===== src/rtl/sipo_pkg.sv =====
// Shared definitions for the SIPO deserializer and its neighbours.
// The default width and timeout are also used by the PISO bench,
// so both ends of the serial link agree on word size.
package sipo_pkg;

  localparam int SIPO_DEFAULT_W       = 4;
  localparam int SIPO_DEFAULT_TIMEOUT = 8;

  typedef enum logic {
    IDLE  = 1'b0,
    SHIFT = 1'b1
  } sipo_state_t;

endpackage


===== src/rtl/sipo_gap_timer.sv =====
// Idle-gap timer for the deserializer.
// Counts consecutive idle cycles while a word is in progress. It raises
// expire combinationally in the cycle that holds the TIMEOUT-th idle
// sample, so the parent can abort on that same edge and err_o shows up
// in the following cycle. TIMEOUT=0 disables the timer.
import sipo_pkg::*;

module sipo_gap_timer #(
  parameter int TIMEOUT = SIPO_DEFAULT_TIMEOUT
) (
  input  logic clk,
  input  logic reset,
  input  logic en,
  input  logic clr,
  output logic expire
);

  generate
    if (TIMEOUT == 0) begin : g_off
      assign expire = 1'b0;
    end else begin : g_on
      localparam int GW = $clog2(TIMEOUT + 1);
      localparam logic [GW-1:0] GAP_MAX  = GW'(TIMEOUT);
      localparam logic [GW-1:0] GAP_LAST = GW'(TIMEOUT - 1);

      logic [GW-1:0] r_gap;

      // Saturating idle counter; clear wins over count
      always_ff @(posedge clk) begin
        if (reset || clr) begin
          r_gap <= '0;
        end else if (en && (r_gap != GAP_MAX)) begin
          r_gap <= r_gap + GW'(1);
        end
      end

      assign expire = en && (r_gap == GAP_LAST);
    end
  endgenerate

endmodule


===== src/rtl/sipo_deserializer.sv =====
// Serial-in/parallel-out receiver, downstream partner of the PISO.
// Gathers one qualified bit per cycle into a W-bit word, publishes each
// finished word with a one-cycle valid pulse, and drops a stalled
// partial word (with a one-cycle err pulse) after TIMEOUT idle cycles.
import sipo_pkg::*;

module sipo_deserializer #(
  parameter int W         = SIPO_DEFAULT_W,
  parameter int LSB_FIRST = 1,
  parameter int TIMEOUT   = SIPO_DEFAULT_TIMEOUT
) (
  input  logic         clk,
  input  logic         reset,
  input  logic         valid_i,
  input  logic         serial_i,
  output logic [W-1:0] parallel_o,
  output logic         valid_o,
  output logic         empty_o,
  output logic         err_o
);

  localparam int CW = (W > 1) ? $clog2(W) : 1;
  localparam logic [CW-1:0] LAST_IDX = CW'(W - 1);

  sipo_state_t   r_state;
  sipo_state_t   w_nextState;
  logic [CW-1:0] r_count;
  logic [W-1:0]  r_shift;
  logic [W-1:0]  r_parallel;
  logic          r_valid;
  logic          r_empty;
  logic          r_err;

  logic [CW-1:0] w_idx;
  logic [W-1:0]  w_nextShift;
  logic          w_store;
  logic          w_last;
  logic          w_gapEn;
  logic          w_gapClr;
  logic          w_expire;

  sipo_gap_timer #(
    .TIMEOUT (TIMEOUT)
  ) u_gapTimer (
    .clk    (clk),
    .reset  (reset),
    .en     (w_gapEn),
    .clr    (w_gapClr),
    .expire (w_expire)
  );

  // State register
  always_ff @(posedge clk) begin
    if (reset) begin
      r_state <= IDLE;
    end else begin
      r_state <= w_nextState;
    end
  end

  // Next state: a bit starts a word, the last bit or a timeout ends it
  always_comb begin
    w_nextState = r_state;
    case (r_state)
      IDLE:    if (valid_i) w_nextState = SHIFT;
      SHIFT:   if (w_last || w_expire) w_nextState = IDLE;
      default: w_nextState = IDLE;
    endcase
  end

  // FSM decode: when to store, when the word completes, gap timer control
  always_comb begin
    w_store  = valid_i;
    w_last   = (r_state == SHIFT) && valid_i && (r_count == LAST_IDX);
    w_gapEn  = (r_state == SHIFT) && !valid_i;
    w_gapClr = valid_i || (r_state == IDLE);
  end

  // Place the incoming bit at its word position according to bit order
  always_comb begin
    w_idx = (LSB_FIRST != 0) ? r_count : (LAST_IDX - r_count);
    w_nextShift = r_shift;
    w_nextShift[w_idx] = serial_i;
  end

  // Shift register, bit counter and registered outputs
  always_ff @(posedge clk) begin
    if (reset) begin
      r_shift    <= '0;
      r_count    <= '0;
      r_parallel <= '0;
      r_valid    <= 1'b0;
      r_empty    <= 1'b1;
      r_err      <= 1'b0;
    end else begin
      r_valid <= 1'b0;
      r_err   <= 1'b0;
      if (w_store) begin
        r_shift <= w_nextShift;
        if (w_last) begin
          r_count    <= '0;
          r_parallel <= w_nextShift;
          r_valid    <= 1'b1;
          r_empty    <= 1'b1;
        end else begin
          r_count <= r_count + CW'(1);
          r_empty <= 1'b0;
        end
      end else if (w_expire) begin
        r_count <= '0;
        r_err   <= 1'b1;
        r_empty <= 1'b1;
      end
    end
  end

  assign parallel_o = r_parallel;
  assign valid_o    = r_valid;
  assign empty_o    = r_empty;
  assign err_o      = r_err;

endmodule


===== config.mk =====
export PLATFORM = sky130hd
export DESIGN_NAME = sipo_deserializer
export DESIGN_NICKNAME = d
export VERILOG_FILES = /design/src/rtl/sipo_pkg.sv /design/src/rtl/sipo_gap_timer.sv /design/src/rtl/sipo_deserializer.sv
export SDC_FILE = /design/constraint.sdc
export NUM_CORES = 1
export LEC_CHECK = 0
export ABC_AREA = 1
export CAP_MARGIN = 10
export CORE_MARGIN = 2
export CORE_UTILIZATION = 50
export CTS_CLUSTER_DIAMETER = 40
export DETAILED_ROUTE_END_ITERATION = 8
export HOLD_SLACK_MARGIN = 0.06
export PLACE_DENSITY = 0.75
export SKIP_CTS_REPAIR_TIMING = 1
export SYNTH_ARGS = -nofsm -noshare
export SYNTH_HDL_FRONTEND = slang
export SYNTH_SLANG_ARGS = --single-unit

===== constraint.sdc =====
create_clock -name clk -period 1.8 [get_ports clk]
set_clock_uncertainty 0.2 [all_clocks]
set_input_delay 0.27 -clock clk [delete_from_list [all_inputs] [get_ports clk]]
set_output_delay 0.27 -clock clk [all_outputs]
set_load 0.03 [all_outputs]

* Word level (Yosys, flattened, before mapping)
Cells that the tools add are included.
Storage, ports and cells: register bits 18, bits in latches 0, memory bits (writable) 0, bits in read-only memories 0, output and inout bits 7, memories 0
Operators by class: add/sub/neg operators 2, multiply operators 0, div/mod/pow operators 0, magnitude comparators 2, equality and inequality tests 3, shift operators 0, muxes and demuxes 13, bitwise logic cells 2, reductions and logical operators 14
Operators by type and width (count):
- 1-bit two-way mux | 7
- 1-bit logical AND | 6
- 2-bit two-way mux | 3
- 4-bit by 1-bit adder with 4-bit output, second input constant | 1
- 4-bit bitwise mux | 1
- 4-bit by 3-bit == test with 1-bit output, second input constant | 1
- 4-bit != test, second input constant | 1
- 2-bit OR reduction | 2
- 1-bit logical OR | 3
- 2-bit by 3-bit less-than comparator with 1-bit output, second input constant | 1
- 2-bit by 1-bit adder with 2-bit output, second input constant | 1
- 1-bit demux with 2-bit select | 1
- 2-bit == test, second input constant | 1
- 2-bit by 1-bit >= comparator with 1-bit output, second input constant | 1
- 1-bit inverter | 2
- 1-bit case mux with 2 select lines | 1
- 2-bit AND reduction | 1
- 2-bit nonzero test | 1
- 1-bit logical NOT | 1

* Depth between registers and ports, before layout
Gate-level depths: netlist (run 1).
depth in word-level cells 6, gate-level depth with buffers 7

* Hierarchy
A second synthesis (run 1) with hierarchy kept.
Second synthesis, totals: cell total of the unflattened synthesis 114, area total of the unflattened synthesis 835.8 um2
Modules (own cells, without submodules):
- sipo_deserializer | times used 1, cells each 82, area each 619.3 um2
- sipo_gap_timer | times used 1, cells each 32, area each 216.5 um2

* Worst setup path before layout (run 1)
No wires, ideal clock.
path type register -> register, start point register u_gapTimer.g_on.r_gap[0], end point register u_gapTimer.g_on.r_gap[3], setup time 70 ps, arrival 962 ps, setup slack 568 ps, cell stages (with the launch flop) 8, period minus slack after synthesis 1232 ps, cells stage by stage dfxtp_1 inv_1 ha_1 nand3_2 nand2_2 clkinv_2 nand2_1 a21oi_1
Between the ends: word-level cells in the longest chain between the ends 2, elaborated cells between the ends (all ways) 3, those cells by class 1 x add/sub; 1 x eq/ne; 1 x reduce/logical
Ends and longest elaborated chain:
- start, declared | line sipo_gap_timer.sv:26 | logic [GW-1:0] r_gap;
- start signal, assigned | line sipo_gap_timer.sv:33 | r_gap <= r_gap + GW'(1);
- parallel branches: the longest is 2 deep, another holds 4-bit by 1-bit adder with 4-bit output
Several ways; the timed one is not identified. A chain may end at the register's enable or synchronous reset.

* Worst setup path in the final report (run 1)
start point register r_err (netlist: err_o), end point output err_o
RTL lines:
- start, declared | line sipo_deserializer.sv:32 | logic r_err;
- start signal, assigned | line sipo_deserializer.sv:94 | r_err <= 1'b0;
- start signal, assigned | line sipo_deserializer.sv:97 | r_err <= 1'b0;
- start signal, assigned | line sipo_deserializer.sv:111 | r_err <= 1'b1;
- end, declared | line sipo_deserializer.sv:19 | output logic err_o
No word-level cell between the ends.

==> results of run 1 <==
## metal layers
metal	track usage	part of all wire	vias to the layer above
met5	0	0	-
met4	0.0882	0.0085	0
met3	0.0360	0.047	2
met2	0.269	0.43	19
met1	0.248	0.51	295
li1	-	-	369
## flip-flops by register name (all words and copies together), names as in the netlist
name	cells
empty_o	1
r_shift	4
r_count	2
err_o	1
parallel_o	4
r_state	1
valid_o	1
u_gapTimer.g_on.r_gap	4
## synthesized netlist by cell type
master	n	area [µm²]
nand2_1	26	97.6
dfxtp_1	18	360
inv_1	13	48.8
nand3_1	12	60.1
o21ai_0	10	50.1
ha_1	6	75.1
a21oi_1	5	25.0
inv_2	2	7.51
nand4_1	2	12.5
nor2_2	2	12.5
nor2_4	2	22.5
buf_2	1	5.00
buf_6	1	11.3
clkinv_2	1	5.00
nand2_2	1	6.26
nand3_2	1	10.0
nand3_4	1	17.5
nor2_1	1	3.75
nor3_2	1	10.0
xnor2_1	1	8.76
## cell families (layout without fill, tap and decap cells)
logic type,Yosys count,in the layout
DFF,18,18
AOI/OAI and AO/OA,15,15
xor gates and xnor gates,1,1
adders and majority gates,6,6
buffers and inverters,18,31
and+or+nand+nor,49,49
## final cells by class
cell class | instances | area (µm²)
clock buffer | 4 | 36.3
fill | 140 | 532
inverter | 16 | 61.3
multi-input combinational | 71 | 412
sequential | 18 | 360
tap | 16 | 20.0
timing repair buffer | 11 | 120
## worst max path at each step
| stage | start | to | cells past startpoint |
|---|---|---|---|
| 2_1_floorplan | u_gapTimer.g_on.r_gap[0] | u_gapTimer.g_on.r_gap[3] | 7 |
| 3_3_place_gp | valid_i | r_count[0] | 6 |
| 3_5_place_dp | valid_i | r_count[0] | 6 |
| 4_1_cts | parallel_o[2] | parallel_o[2] | 1 |
| 5_1_grt | err_o | err_o | 1 |
| 6_report | err_o | err_o | 1 |
## power by group through the flow
stage	Clock [µW]	Combinational (µW)	Sequential, µW
floorplan	0	47.6	429
global placement	0	70.9	427
detailed placement	0	72.7	428
CTS	251	73.1	418
global route	272	81.8	420
finish	245	72.4	418
## through the flow
stage	hold WS [ns]	cells	setup WS, ns	power, µW	area, µm²
after floorplan	0.149	107	0.568	477	850
after global placement	0.266	132	0.105	498	961
after detailed placement	0.265	132	0.0634	500	961
after CTS	0.278	136	-0.00126	742	997
after global routing	0.297	136	0.00413	773	1010
final	0.283	136	0.0631	736	1010
==> run metrics, run 1 <==
combinational power share=0.098; port buffer count=10; hold crit path type=reg -> reg; chip width=45.2 µm; Net Count, Synth=117; crit path DAT=1.27 ns; Clock Pin Slew Worst Setup and Hold Paths=0.10 ns; Syn Std Cell Area=850 µm²; Clock Power Share=0.333; worst hold stages=2; TritonCTS Buffers=3; f_max=0.576 GHz; pwr dens=728 nW/µm²; nets=131; compound-cell area share of the yosys netlist=0.0884; WL per Instance=11.3 µm; Final Setup Violations=0; Worst-Skew Late Latency=0.29 ns; worst relative slew slack=0.751; largest family of logic cells by synthesized area=simple AND/OR/NAND/NOR gates; Vias=685; CP endpoint kind=output port; Tcrit/Tclk final=0.965; DIE HEIGHT=45.2 µm; clock buffer depth=2; Synth Area per Inst=7.94 µm²; grt ovf=0; Crit path required time=1.33 ns; mux cell area share after synthesis=0; most frequent cells in the layout=nand2_1, dfxtp_1, inv_1, nand3_1, o21ai_0; flops & latches, synth=18; share of layout cells above drive strength 1=0.133; internal cell power=560 µW; routability congestion estimate=0.850; Starting Density=0.551; # IOs=11; min Tclk post-route=1.74 ns; via-per-instance ratio=5.04; Lkg Pwr=0.000484 µW; post-route setup TNS=0 ns; switching pwr=176 µW; most common cell after layout, fill and taps aside=nand2_1; vias in the first global route=664; sequential share of power=0.569; simple-gate portion of the synthesized area=0.297; Hold Vio Cnt, Final=0; Netlist cell types=20; Post-Synth XOR/XNOR Area=0.0103; worst reg2reg path depth=5; R2R Path End=r_shift[0]; largest net degree at the start of global routing=13; YS warnings=0; Critical Path Start Type=flop; flop2flop setup slack=0.38 ns; Slew @ Worst Pin=0.373 ns; initial antenna violation count=0; total track usage=0.181; Max VDD drop=429 µV; H-Tree Depth=1; Rows=14; first-pass GRT wire length=2.67 mm; Sw Ratio=0.239; CP bufs+invs=1; final WL=1.54 mm; outcome=finished, final reports clean; number of DRC markers in iteration 0=19; # diodes=0; synth-to-layout area growth=18.9%; clock root buffer=clkbuf_4; slowest cell on the critical path=clkdlybuf4s50_1; max incr delay on CP=0.66 ns; full die area=2040 µm²; critical path fanouts, max=1; Detail Route Antenna Nets=0; Core Area=1540 µm²; cell family with the largest share of critical-path delay=buffers and inverters; RSZ-0062 raised after global routing=false; Final Util=0.655; Sink Count=18; CP Class=reg -> out; DRC violations left=0; first drt pass iteration count=4; critical path cell sequence=clkdlybuf4s50_1; Pins Over Slew Limit=0; Hold EP=parallel_o[0]; CTS tree=built; synthesized instance count=107; DP Wirelength=1.20 mm; R2R Path Start=r_count[0]; maxcap violations=0; post-synthesis sequential area ratio=0.424; Adder-Cell Fraction of Synth Area=0.0884; HP Start=parallel_o[0]
(Power assumes the default switching activity.)
==> run 2: changes to the inputs <==
Settings changed: SETUP_SLACK_MARGIN set to 0.02, SLEW_MARGIN set to 20.
==> run metrics, run 2 (synthesized netlist as in run 1, its figures left out) <==
maxcap violations=0; synth-to-layout area growth=19.1%; full die area=2040 µm²; # IOs=11; worst hold stages=2; initial antenna violation count=0; critical path fanouts, max=1; Hold Vio Cnt, Final=0; max incr delay on CP=0.65 ns; Critical Path Stages=1; first drt pass iteration count=4; Pwr Total=736 µW; placed insts=132; # diodes=0; non-filler instance count after layout=136; TritonCTS Buffers=3; post-route setup TNS=0 ns; worst relative slew slack=0.751; Pins Over Slew Limit=0; Final Util=0.657; Rows=14; CTS tree=built; Max VDD drop=429 µV; vias in the first global route=664; slowest cell on the critical path=clkdlybuf4s50_1; f_max=0.577 GHz; largest net degree at the start of global routing=13; DRC violations left=0; via-per-instance ratio=5.04; Tcrit/Tclk final=0.964; Final Setup Violations=0; min Tclk post-route=1.73 ns; RSZ-0062 raised after global routing=false; WL per Instance=11.3 µm; chip width=45.2 µm; combinational power share=0.098; final worst slack=0.0656 ns; grt ovf=0; Fillers=140; nets=131; Slew @ Worst Pin=0.373 ns; worst reg2reg path depth=5; final WL=1.54 mm; outcome=finished, final reports clean; crit path DAT=1.26 ns; routability congestion estimate=0.850; port buffer count=10; Worst-Skew Late Latency=0.29 ns; first-pass GRT wire length=2.67 mm; sequential share of power=0.569; DIE HEIGHT=45.2 µm; CP bufs+invs=1; Sw Ratio=0.239; share of layout cells above drive strength 1=0.133; Vias=685; pwr dens=727 nW/µm²; Lkg Pwr=0.000503 µW; Starting Density=0.551; Crit path required time=1.33 ns; H-Tree Depth=1; DP Wirelength=1.20 mm; most common cell after layout, fill and taps aside=nand2_1; Detail Route Antenna Nets=0; most frequent cells in the layout=nand2_1, dfxtp_1, inv_1, nand3_1, o21ai_0; Sink Count=18; CP endpoint kind=output port; Clock Pin Slew Worst Setup and Hold Paths=0.10 ns; clock root buffer=clkbuf_4; switching pwr=176 µW; total track usage=0.181; cell family with the largest share of critical-path delay=buffers and inverters; Clock Power Share=0.333; Critical Path Start Type=flop; number of DRC markers in iteration 0=19; Core Area=1540 µm²; dpl ws=0.0634 ns; CP Class=reg -> out; clock buffer depth=2; hold crit path type=reg -> reg; critical path cell sequence=clkdlybuf4s50_1; internal cell power=560 µW
## run 2: layer usage
metal / wire length [µm] / global-route usage
met5: 0 / 0
met4: 13 / 0.0882
met3: 75 / 0.0360
met2: 662 / 0.269
met1: 789 / 0.248
## run 2: through the flow
step	hold slack (ns)	instance area [µm²]
6_report	0.283	1010
3_5_place_dp	0.265	961
5_1_grt	0.297	1010
4_1_cts	0.278	997
3_3_place_gp	0.266	961
2_1_floorplan	0.149	850
## run 2: final timing paths
kind	startpoint	slack (ns)	to
worst max register to register	r_count[0]	0.38	r_shift[0]
worst max-delay path	valid_o	0.07	valid_o
worst min-delay path	parallel_o[0]	0.28	parallel_o[0]
worst min register to register	parallel_o[0]	0.28	parallel_o[0]
## run 2: power by group through the flow
| stage | sequential, µW | clock, µW | combinational (µW) |
|---|---|---|---|
| 3_5_place_dp | 428 | 0 | 72.7 |
| 3_3_place_gp | 427 | 0 | 70.9 |
| 6_report | 418 | 245 | 72.4 |
| 5_1_grt | 420 | 272 | 81.8 |
| 4_1_cts | 418 | 251 | 73.1 |
| 2_1_floorplan | 429 | 0 | 47.6 |
## run 2: area by class of cell
type                    count  area [µm²]  share of cell area
well taps                  16        20.0              0.0198
inverters                  16        61.3              0.0606
flip-flops and latches     18         360               0.356
repair buffers             11         123               0.121
multi-input cells          71         412               0.407
clock buffers               4        36.3              0.0358
